**src/rtl/seg_scan_decoder.sv**
```systemverilog
// Seven-segment display-bus monitor: decodes one multiplexed digit per beat,
// assembles a scan frame and publishes the word once it is stable.
module seg_scan_decoder #(
    parameter int NUM_DIGITS     = 4,
    parameter int STABLE_FRAMES  = 2,
    parameter bit ACTIVE_LOW_SEG = 1'b1
) (
    input  logic                    clk,
    input  logic                    rst_n,
    input  logic                    seg_valid,
    input  logic [6:0]              seg_in,
    input  logic [2:0]              dig_idx,
    output logic [4*NUM_DIGITS-1:0] hex_out,
    output logic [NUM_DIGITS-1:0]   digit_err,
    output logic [NUM_DIGITS-1:0]   digit_blank,
    output logic                    word_valid,
    output logic                    seq_err,
    output logic [1:0]              dbg_state
);

    localparam int          CW         = 6 * NUM_DIGITS;
    localparam logic [2:0]  LAST_IDX   = 3'(NUM_DIGITS - 1);
    localparam logic [3:0]  STABLE_TGT = 4'(STABLE_FRAMES);

    typedef enum logic [1:0] {
        WAIT0   = 2'd0,
        COLLECT = 2'd1,
        COMPARE = 2'd2
    } state_t;

    // Record layout per digit: {blank, err, nibble}.
    function automatic logic [5:0] decode(input logic [6:0] p);
        case (p)
            7'b1000000: decode = 6'h00;
            7'b1111001: decode = 6'h01;
            7'b0100100: decode = 6'h02;
            7'b0110000: decode = 6'h03;
            7'b0011001: decode = 6'h04;
            7'b0010010: decode = 6'h05;
            7'b0000010: decode = 6'h06;
            7'b1111000: decode = 6'h07;
            7'b0000000: decode = 6'h08;
            7'b0010000: decode = 6'h09;
            7'b0001000: decode = 6'h0A;
            7'b0000011: decode = 6'h0B;
            7'b1000110: decode = 6'h0C;
            7'b0100001: decode = 6'h0D;
            7'b0000110: decode = 6'h0E;
            7'b0001110: decode = 6'h0F;
            7'b1111111: decode = 6'b100000;
            default:    decode = 6'b010000;
        endcase
    endfunction

    state_t          r_state;
    logic [2:0]      r_expect;
    logic [CW-1:0]   r_cap;
    logic [CW-1:0]   r_shadow;
    logic [CW-1:0]   r_pub;
    logic [3:0]      r_cnt;
    logic            r_pub_pend;
    logic            r_word_valid;
    logic            r_seq_err;

    logic [6:0]      w_seg;
    logic [5:0]      w_rec;
    logic            w_cap_en;
    logic            w_same;
    logic [3:0]      w_cnt_next;
    logic            w_qualify;

    assign w_seg = ACTIVE_LOW_SEG ? seg_in : ~seg_in;
    assign w_rec = decode(w_seg);

    // A beat lands in its slot only when the sequencer will accept it.
    assign w_cap_en = seg_valid &&
                      ((r_state != COLLECT && dig_idx == 3'd0) ||
                       (r_state == COLLECT && (dig_idx == 3'd0 || dig_idx == r_expect)));

    // A zero count means the shadow holds nothing real, even if it matches.
    assign w_same     = (r_cap == r_shadow) && (r_cnt != 4'd0);
    assign w_cnt_next = w_same ? ((r_cnt == 4'd15) ? 4'd15 : r_cnt + 4'd1) : 4'd1;
    assign w_qualify  = (w_cnt_next == STABLE_TGT) && (!w_same || r_cnt != 4'd15);

    always_ff @(posedge clk or negedge rst_n) begin
        if (!rst_n) begin
            r_state      <= WAIT0;
            r_expect     <= 3'd0;
            r_cap        <= '0;
            r_shadow     <= '0;
            r_pub        <= '0;
            r_cnt        <= 4'd0;
            r_pub_pend   <= 1'b0;
            r_word_valid <= 1'b0;
            r_seq_err    <= 1'b0;
        end else begin
            r_word_valid <= 1'b0;
            r_seq_err    <= 1'b0;
            r_pub_pend   <= 1'b0;

            if (r_pub_pend) begin
                r_pub        <= r_shadow;
                r_word_valid <= 1'b1;
            end

            for (int k = 0; k < NUM_DIGITS; k++) begin
                if (w_cap_en && dig_idx == 3'(k)) begin
                    r_cap[6*k +: 6] <= w_rec;
                end
            end

            if (r_state == COMPARE) begin
                r_cnt      <= w_cnt_next;
                r_pub_pend <= w_qualify;
                if (!w_same) begin
                    r_shadow <= r_cap;
                end
            end

            case (r_state)
                WAIT0, COMPARE: begin
                    r_state <= WAIT0;
                    if (seg_valid && dig_idx == 3'd0) begin
                        r_expect <= 3'd1;
                        r_state  <= (NUM_DIGITS == 1) ? COMPARE : COLLECT;
                    end
                end
                COLLECT: begin
                    if (seg_valid) begin
                        if (dig_idx == 3'd0) begin
                            r_seq_err <= 1'b1;
                            r_expect  <= 3'd1;
                        end else if (dig_idx == r_expect) begin
                            r_expect <= r_expect + 3'd1;
                            if (r_expect == LAST_IDX) begin
                                r_state <= COMPARE;
                            end
                        end else begin
                            r_seq_err <= 1'b1;
                            r_state   <= WAIT0;
                        end
                    end
                end
                default: r_state <= WAIT0;
            endcase
        end
    end

    for (genvar k = 0; k < NUM_DIGITS; k++) begin : g_unpack
        assign hex_out[4*k +: 4] = r_pub[6*k +: 4];
        assign digit_err[k]      = r_pub[6*k + 4];
        assign digit_blank[k]    = r_pub[6*k + 5];
    end

    assign word_valid = r_word_valid;
    assign seq_err    = r_seq_err;
    assign dbg_state  = r_state;

endmodule

```
**config.mk**
```make
export PLATFORM = sky130hd
export DESIGN_NAME = seg_scan_decoder
export DESIGN_NICKNAME = d
export VERILOG_FILES = /design/src/rtl/seg_scan_decoder.sv
export SDC_FILE = /design/constraint.sdc
export NUM_CORES = 1
export LEC_CHECK = 0
export CAP_MARGIN = 20
export CORE_ASPECT_RATIO = 0.6
export CORE_MARGIN = 5
export CORE_UTILIZATION = 57
export DETAILED_ROUTE_END_ITERATION = 10
export PLACE_DENSITY = 0.8
export SYNTH_ARGS = -nofsm -noshare
export SYNTH_HDL_FRONTEND = slang
export SYNTH_SLANG_ARGS = --single-unit
```
**constraint.sdc**
```tcl
create_clock -name clk -period 2.5 [get_ports clk]
set_input_delay 0.5 -clock clk [delete_from_list [all_inputs] [get_ports clk]]
set_output_delay 0.5 -clock clk [all_outputs]
set_load 0.05 [all_outputs]
```
==> flow_summary.ini <==
[pwr]
peakVddDrop_v = 0.000559
clkPwrFrac = 0.448
p_comb_frac = 0.077
switchingPower_mw = 0.674
swShare = 0.226
p_leak_nw = 2.28
internal_power_mw = 2.31
powerDensity_nw_per_um2 = 610
power_frac_seq = 0.475

[timing]
fin_ws_ps = 289
fin_crit_ps = 2210
setup_viol = 0
worst_clock_skew_ps = 7.38
fmax_mhz = 452
grt_setup_unrepaired = no
worstMarginPinSlew_ps = 518
drv_slew = 0
relSlewSlack = 0.653
finalCritPeriodShare = 0.885
hold_viol = 0
fin_setup_tns_ps = 0

[synthesis]
syn-instance-count = 330
yosys_register_bits = 84
synth_top_area_frac = 0.520
synth.area.top_cells = dfrtp_1 52%, mux2_2 14%, mux2_1 5.3%, xnor2_1 4.8%, nor2_1 1.9%
ys_types = 50
ys_warn_count = 0
synth_area_leader_cell = dfrtp_1
postSynth.asyncResetShare = 1.00
seq_area_frac_synth = 0.520
syn-cell-area_sq_um = 4040
synth_area_per_cell_sq_um = 12.2
synthFlopType = dfrtp_1
synth_edf_count = 0
synth_fp_nets = 347

[die]
die_w_um = 119
dieHeight_um = 75.2
start_util = 0.595
io_pins = 41
dieArea_sq_um = 8930
core_area_sq_um = 6790
rows = 23

[clocking]
holdBufCountCts = 0
cts_tree = yes
root_buffer = clkbuf_16
cts-buffers-inserted = 9
insertion_delay_ps = 340
post_cts_resized = 0
cts_buffer_depth = 2
cts_setup_buffers = 0
cts_sinks = 84
htreeDepth = 3
clkTransAtPathRegs_ps = 60

[global_routing]
antenna_found_initial = 0
grt_use_total = 0.217
grt_pass1_vias = 2813
grt_max_degree = 85
grt_pass1_wl_um = 14600
overflow = 0

[routing]
final_antenna_net_count = 0
drc = 0
first_pass_iters = 4
vias_per_cell = 5.86
vias = 2760
wl_um = 8600
drtIter0Drc = 276
wl_per_cell_um = 18.3

[cells_and_area]
drive_above_1_share = 0.229
fin_nets = 396
diodes = 0
syn_to_final_growth_pct = 21.1
fin_util = 0.721
fillCellCount = 474

[worst_setup_path]
crit_buf_inv = 1
endpoint_kind = output pin
worst_path_dominant_cell_family = buffers and inverters
path_cells = clkdlybuf4s50_1
cp-start-kind = flop
arrival_ps = 1710
path_max_fanout = 8
required_ps = 2000
cpMaxStageDelayCell = clkdlybuf4s50_1
worstSetupPathType = reg2out
slowest_delay_ps = 870

[place]
io_buffer_count = 40
dp_hpwl_um = 6120
dp_slack_ps = 22.8
place_congestion = 0.854

[job]
drv_cap = 0

[run_status]
outcome = finished, final reports clean

[min_path]
hp-class = in2async
cells in the final DEF (no fill, tap or decap), types with 4 or more instances in the layout:
master / count
nand3_1: 11
nor2b_1: 4
xor2_1: 7
nor3_1: 4
a31oi_1: 6
dfrtp_1: 84
nor2_1: 20
nand2_1: 19
mux2_2: 49
xnor2_1: 22
a21oi_1: 6
buf_4: 13
mux2_1: 19
inv_1: 7
clkdlybuf4s50_1: 39
nand4_1: 9
o21ai_0: 6
ha_1: 4
clkbuf_16: 9
cell families (layout without fill, tap and decap cells):
kind of cell / after synthesis / in the layout / share of synthesized area
adder cells (fa/ha/maj): 4 / 4 / 0.0124
multiplexers: 70 / 70 / 0.194
flip-flops: 84 / 84 / 0.520
buffers and inverters: 23 / 77 / 0.0282
AO/OA/AOI/OAI: 32 / 32 / 0.0570
XOR/XNOR: 29 / 29 / 0.0628
AND/OR/NAND/NOR: 88 / 88 / 0.125
power by group through the flow:
stage	Clock (mW)	Combinational, mW	Sequential, mW
after floorplan	0	0.126	1.44
after global placement	0	0.220	1.44
after detailed placement	0	0.228	1.44
after CTS	1.36	0.230	1.42
after global routing	1.42	0.254	1.42
final	1.34	0.230	1.42
state kept, by name, indices dropped and copies added (netlist names):
name and count:
r_cap 24, r_pub 24, r_shadow 24, r_cnt 4
r_expect 3, dbg_state 2, r_pub_pend 1, seq_err 1
word_valid 1
layout make-up:
cell class / instances / area (sq um) / share of cell area
multi-input cells: 223 / 1830 / 0.373
inverters: 7 / 26.3 / 0.00537
flip-flops and latches: 84 / 2100 / 0.429
repair buffers: 54 / 528 / 0.108
clock buffers: 12 / 256 / 0.0524
clock inverters: 4 / 47.5 / 0.00971
well taps: 87 / 109 / 0.0222
final timing paths:
check                        startpoint      endpoint  slack [ps]  cells after the start
max                        dbg_state[0]  dbg_state[0]         290                      1
min                               rst_n     r_pub[18]         190                      2
max reg2reg                    r_cap[0]  r_shadow[11]         290                      6
min reg2reg                   r_pub[12]     r_pub[12]         500                      1
max in group asynchronous         rst_n   r_shadow[9]        1980                      2
min in group clk              r_pub[12]     r_pub[12]         500                      1
through the flow:
step / power (mW) / hold slack, ps / cell area [sq um] / instances
final: 2.99 / 194 / 4890 / 471
after global routing: 3.10 / 216 / 4890 / 471
after CTS: 3.01 / 210 / 4890 / 471
after detailed placement: 1.67 / 495 / 4590 / 455
after global placement: 1.66 / 489 / 4590 / 455
after floorplan: 1.56 / 204 / 4040 / 330
cells in the mapped netlist (2+ instances only):
master and number:
mux2i_1 2, ha_1 4, nand2_1 19, a21o_1 2, buf_2 7, nor2b_1 4, xor2_1 7, buf_6 2
inv_1 7, o21ai_0 6, nand3b_1 3, a31oi_1 6, a21oi_1 6, mux2_1 19, nand2b_1 3, xnor2_1 22
nand3_1 11, mux2_2 49, nand4_1 9, dfrtp_1 84, nor2_1 20, clkbuf_1 6, nor3_1 4, o31ai_1 2
metal layers:
layer | global-route usage | wire, um
met1 | 0.304 | 4160
met2 | 0.324 | 3760
met3 | 0.0766 | 618
met4 | 0.0655 | 64
met5 | 0 | 0
(Power assumes the default switching activity.)
